### src/rtl/alu_ctrl_seq.sv
// alu_ctrl_seq: registered ALU control decoder behind a ready/valid handshake.
// Define ALU_CTRL_MDU_EN to add multi-cycle multiply/divide sequencing (mdu_start, busy).
module alu_ctrl_seq #(
  parameter int unsigned CTRL_W     = 4,
  parameter int unsigned MDU_CYCLES = 32
) (
  input  logic              clk,
  input  logic              reset,
  input  logic              in_valid,
  output logic              in_ready,
  input  logic [1:0]        aluop,
  input  logic [5:0]        funct,
  output logic              out_valid,
  input  logic              out_ready,
  output logic [CTRL_W-1:0] ALUControl,
  output logic              out_illegal,
  output logic              mdu_start,
  output logic              busy
);

`ifdef ALU_CTRL_MDU_EN
  typedef enum logic [1:0] {StIdle, StHold, StMdu} state_e;
`else
  typedef enum logic [0:0] {StIdle, StHold} state_e;
`endif

  state_e              state_q, state_d;
  logic [CTRL_W-1:0]   ctrl_q, ctrl_d;
  logic                illegal_q, illegal_d;
  logic                accept;
  logic [3:0]          dec_code;
  logic                dec_ill;
`ifdef ALU_CTRL_MDU_EN
  logic                dec_mdu;
  logic [7:0]          cnt_q, cnt_d;
  logic                start_q, start_d;
`endif

  // Combinational decode of the presented op; only captured on accept.
  always_comb begin
    dec_code = 4'h0;
    dec_ill  = 1'b0;
`ifdef ALU_CTRL_MDU_EN
    dec_mdu  = 1'b0;
`endif
    unique case (aluop)
      2'b00: dec_code = 4'h2;
      2'b01: dec_code = 4'hf;
      2'b10: begin
        unique case (funct)
          6'b100000: dec_code = 4'h2;
          6'b100001: dec_code = 4'h3;
          6'b100010: dec_code = 4'h6;
          6'b100011: dec_code = 4'h4;
          6'b101010: dec_code = 4'h7;
          6'b100100, 6'b001100: dec_code = 4'h0;
          6'b100101, 6'b001101: dec_code = 4'h1;
          6'b100111: dec_code = 4'hc;
          6'b100110: dec_code = 4'h5;
          6'b000000: dec_code = 4'h8;
          6'b000010: dec_code = 4'h9;
`ifdef ALU_CTRL_MDU_EN
          6'b011000: begin dec_code = 4'ha; dec_mdu = 1'b1; end
          6'b011001: begin dec_code = 4'hb; dec_mdu = 1'b1; end
          6'b011010: begin dec_code = 4'hd; dec_mdu = 1'b1; end
          6'b011011: begin dec_code = 4'he; dec_mdu = 1'b1; end
`endif
          default:   dec_ill  = 1'b1;
        endcase
      end
      default: dec_ill = 1'b1;
    endcase
  end

  assign out_valid   = (state_q == StHold);
  assign ALUControl  = ctrl_q;
  assign out_illegal = illegal_q;
`ifdef ALU_CTRL_MDU_EN
  assign in_ready    = (state_q != StMdu) && (!out_valid || out_ready);
  assign busy        = (state_q == StMdu);
  assign mdu_start   = start_q;
`else
  assign in_ready    = !out_valid || out_ready;
  assign busy        = 1'b0;
  assign mdu_start   = 1'b0;
`endif

  always_comb begin
    state_d   = state_q;
    ctrl_d    = ctrl_q;
    illegal_d = illegal_q;
`ifdef ALU_CTRL_MDU_EN
    cnt_d     = cnt_q;
    start_d   = 1'b0;
`endif
    accept    = in_valid && in_ready;
    case (state_q)
`ifdef ALU_CTRL_MDU_EN
      StMdu: begin
        if (cnt_q == 8'd0) state_d = StHold;
        else               cnt_d   = cnt_q - 8'd1;
      end
`endif
      default: begin
        if (accept) begin
          ctrl_d    = CTRL_W'(dec_code);
          illegal_d = dec_ill;
          state_d   = StHold;
`ifdef ALU_CTRL_MDU_EN
          if (dec_mdu) begin
            state_d = StMdu;
            cnt_d   = 8'(MDU_CYCLES - 1);
            start_d = 1'b1;
          end
`endif
        end else if (out_ready) begin
          state_d = StIdle;
        end
      end
    endcase
  end

  always_ff @(posedge clk) begin
    if (reset) begin
      state_q   <= StIdle;
      ctrl_q    <= '0;
      illegal_q <= 1'b0;
    end else begin
      state_q   <= state_d;
      ctrl_q    <= ctrl_d;
      illegal_q <= illegal_d;
    end
  end

`ifdef ALU_CTRL_MDU_EN
  always_ff @(posedge clk) begin
    if (reset) begin
      cnt_q   <= 8'd0;
      start_q <= 1'b0;
    end else begin
      cnt_q   <= cnt_d;
      start_q <= start_d;
    end
  end
`endif

endmodule

### config.mk
export PLATFORM = sky130hd
export DESIGN_NAME = alu_ctrl_seq
export DESIGN_NICKNAME = d
export VERILOG_FILES = /design/src/rtl/alu_ctrl_seq.sv
export SDC_FILE = /design/constraint.sdc
export NUM_CORES = 1
export LEC_CHECK = 0
export CELL_PAD_IN_SITES_DETAIL_PLACEMENT = 0
export CELL_PAD_IN_SITES_GLOBAL_PLACEMENT = 2
export CORE_MARGIN = 2
export CORE_UTILIZATION = 23
export CTS_BUF_LIST = sky130_fd_sc_hd__clkbuf_4
export CTS_CLUSTER_DIAMETER = 200
export DETAILED_ROUTE_END_ITERATION = 8
export GPL_ROUTABILITY_DRIVEN = 0
export PLACE_DENSITY = 0.86
export SETUP_SLACK_MARGIN = 0.2
export SLEW_MARGIN = 20
export SYNTH_ARGS = -nofsm -noshare
export SYNTH_HDL_FRONTEND = slang
export SYNTH_SLANG_ARGS = --single-unit
### constraint.sdc
create_clock -name clk -period 2.95 [get_ports clk]
set_input_delay 0.885 -clock clk [delete_from_list [all_inputs] [get_ports clk]]
set_output_delay 0.885 -clock clk [all_outputs]
set_load 0.01 [all_outputs]
## Yosys cells after proc, flatten, opt, wreduce, memory -nomap -nowiden

Index checks and enable logic that the tools add are counted.

| word-level totals | value |
|---|---|
| bits of input ports | 12 |
| word-level logic and storage cells | 32 |
| register bits after elaboration | 6 |

| cells by class | value |
|---|---|
| muxes and demuxes | 6 |
| eq/ne operators | 14 |
| reductions and logical operators | 9 |

Operators by type and width:

| cell | number |
|---|---|
| $eq A6 B6 Y1 const B | 9 |
| $pmux W4 S10 | 1 |
| $reduce_or A13 Y1 | 1 |
| $eq A6 B4 Y1 const B | 2 |
| $pmux W4 S3 | 1 |
| $eq A6 B2 Y1 const B | 1 |
| $logic_not A6 Y1 | 1 |
| $reduce_or A2 Y1 | 2 |
| $mux W1 | 3 |
| $eq A2 B1 Y1 const B | 1 |
| $eq A2 B2 Y1 const B | 1 |
| $logic_not A2 Y1 | 1 |
| $pmux W1 S2 | 1 |
| $reduce_bool A2 Y1 | 1 |
| $logic_and A1 B1 Y1 | 1 |
| $logic_not A1 Y1 | 1 |
| $logic_or A1 B1 Y1 | 1 |

## Longest topological paths before layout

| depth | value |
|---|---|
| word-level depth | 4 |
| mapped depth | 5 |

## Least setup slack after synthesis

Ideal clock, no wire load.

| path | value |
|---|---|
| path type | input to output |
| from | in out_ready |
| to | out in_ready |
| path slack | 990 ps |
| data arrival time | 1075 ps |
| path buffers | 0 |
| cell stages on the path | 1 |
| path through | nand2b_1 |

| between the ends | value |
|---|---|
| cells in the longest elaborated chain, start to end | 1 |

RTL lines:

| what | line | source |
|---|---|---|
| start, declared | 14 | `input logic out_ready,` |
| $logic_or A1 B1 Y1 | 83 | `assign in_ready = !out_valid \|\| out_ready;` |
| end, declared | 10 | `output logic in_ready,` |

No other way between the ends.

## Worst setup path after layout

Same ends and word-level chain as after synthesis.

==> results <==
==> flip-flops by register name, indices dropped and copies added (netlist names) <==
signal,count
ALUControl,4
out_illegal,1
out_valid,1
==> worst min-delay path by stage <==
stage / start / endpoint / slack (ns) / depth (start not counted)
floorplan: out_illegal / out_illegal / 0.50 / 2
global placement: out_illegal / out_illegal / 0.48 / 2
detailed placement: out_illegal / out_illegal / 0.48 / 2
CTS: out_illegal / out_illegal / 0.50 / 2
global route: ALUControl[2] / ALUControl[2] / 0.51 / 2
finish: out_illegal / out_illegal / 0.49 / 2
==> report_power, final <==
group          total, mW  internal (mW)  leakage [nW]  switching (mW)
logic             0.0643         0.0358         0.169          0.0285
registers         0.0902         0.0873        0.0497         0.00285
clock network     0.0755         0.0460        0.0138          0.0295
total              0.230          0.169         0.233          0.0609
==> cells in the mapped netlist (2+ instances only) <==
cell and instances:
nor2_1 7, dfxtp_1 6, inv_1 3, a211oi_2 2, a21oi_1 2, a311oi_1 2
a31oi_1 2, buf_4 2, buf_6 2, nand2_1 2
==> worst min-delay path: cells and delay by family (launching register included) <==
kind	cells	cell delay [ns]
flops	1	0.30
compound gates	1	0.06
simple gates	1	0.08
==> per-layer routing <==
| metal | track usage (%) | wire length [um] |
|---|---|---|
| met4 | 3.33 | 0 |
| met1 | 13.6 | 470 |
| met3 | 5.77 | 45 |
| met5 | 0 | 0 |
| met2 | 12.3 | 407 |
==> layout by cell type (no fill, tap or decap) <==
cell type	netlist	final
dfxtp_1	6	6
inv_1	3	3
a21boi_1	1	1
clkdlybuf4s50_1	0	17
nand3b_1	1	1
nand4_1	1	1
o31a_1	1	1
a31oi_1	2	2
and3b_1	1	1
or3_1	1	1
o21bai_1	1	1
nand2b_1	1	1
xnor2_1	1	1
a211o_1	1	1
nor2_1	7	7
clkbuf_4	0	3
nand3_1	1	1
a211oi_2	2	2
nand2_1	2	2
conb_1	1	2
nand4b_1	1	1
mux2i_1	1	1
or2_0	1	1
a211oi_1	1	1
o41ai_1	1	1
a21oi_1	2	2
a311oi_1	2	2
and2_1	1	1
buf_4	2	1
o21ai_1	1	1
dlygate4sd2_1	0	1
and4bb_1	1	1
==> layout make-up <==
type,count,area share (%)
clock buffer,3,3.61
tap,25,5.01
timing repair buffer,19,29.9
sequential,6,19.2
inverter,3,1.80
multi-input combinational,38,40.5
==> logic make-up after synthesis <==
family,synth area share [%]
AOI/OAI and AO/OA,28.1
xor gates and xnor gates,2.07
buffers and inverters,12.7
DFF,28.4
muxes,2.37
other,0.887
and+or+nand+nor,25.5
==> metrics by stage <==
step | utilization [%] | cells | cell area (sq um) | power [mW] | setup WS [ns]
4_1_cts | 36.2 | 94 | 624 | 0.235 | 0.343
2_1_floorplan | - | 52 | 427 | 0.126 | 0.990
3_5_place_dp | 34.9 | 91 | 603 | 0.157 | 0.0808
6_report | 36.2 | 94 | 624 | 0.230 | 0.351
3_3_place_gp | 34.9 | 91 | 603 | 0.156 | 0.0908
5_1_grt | 36.2 | 94 | 624 | 0.246 | 0.310
==> results.ini <==
[place]
placement.io_buffers=18
dp_hpwl_um=721

[critical_path]
critical_path.max_fanout=2
crit_path_start_kind=primary input
worstSetupPathType=primary input to output port
cp.required_ns=2.07
regToRegEndpoint=ALUControl[2]
critPathArrivalTime_ns=1.71
path_cells=clkdlybuf4s50_1, nand2b_1, dlygate4sd2_1
end_kind=output port
worst_r2r_path_depth=5
path_depth=3
crit_path_max_incr_delay_ns=0.45
cp-endpoint=in_ready
path_buf_inv=2
slowest_stage=clkdlybuf4s50_1
critPathLaunch=out_ready
cp_top_family=buffers and inverters
reg2reg_slack_ns=1.82
r2r_start=out_valid

[logic_synthesis]
ys_seq_area_share_pct=28.4
synth_warnings=0
synthTopCellsByArea=dfxtp_1 (28%), nor2_1 (6.2%), a211oi_2 (5.9%), buf_6 (5.3%), a311oi_1 (4.1%)
ys_types=31
async_flop_share_pct=0
yosys.area.top_type=dfxtp_1
synth_edf_count=0
syn-mean-instance-area_sq_um=8.29
netlist_instances=51
synthFlopType=dfxtp_1
ys_seq_elements=6
syn_area_sq_um=423
yosys.area.top_type_share_pct=28.4

[sta]
tns_ns=0
skew_ns=0.000566
setup_viol=0
period_minus_slack_ns=2.60
fin_crit_sh_pct=88.1
grt_setup_unrepaired=no
fmax_mhz=385
drv_slew=0
hold_violations=0
whs_ns=0.491

[layout]
seq_area_sq_um=120
area_growth_pct=47.6
final_nets=83
drive_above_1_share_pct=8.70
multi_input_area_sq_um=253
fillers=195
diodes=0

[clock_tree]
cts_resized=1
cts_inserted_buffers=3
cts_max_path_buffers=2
root_buffer=clkbuf_4
insertion_delay_ns=0.24
clkSinkCount=6
clkTransAtPathRegs_ns=0.04
post-cts-setup-buffers=0
cts_tree=done
htreeDepth=1
hold_buffers=0

[route]
firstDrtPassIters=2
ant_nets=0
wirelength_um=923
viasPerCell=4.35
drc=0
drt-initial-drc-count=7
wire_per_inst_um=9.82
vias=409

[die]
core-area_sq_um=1730
io_pins=21
rows=15
die_area_sq_um=2200
die_h_um=46.9
die_w_um=46.9
initial_core_util_pct=24.5

[grt]
grt_pass1_vias=343
grt_usage_pct=9.77
grt_pass1_wl_um=1450
antenna_found_initial=0
grt_max_degree=10
grt.overflow.total=0

[power]
pwr_density_cell_nw_per_um2=368
ir_drop_uv=181
p_leak_nw=0.233

[run]
maxCapViolCount=0

[outcome]
outcome=complete, no violations

[worst_hold_path]
hold_path_class=flop to flop

No activity file was read; power rests on OpenSTA's default activity.
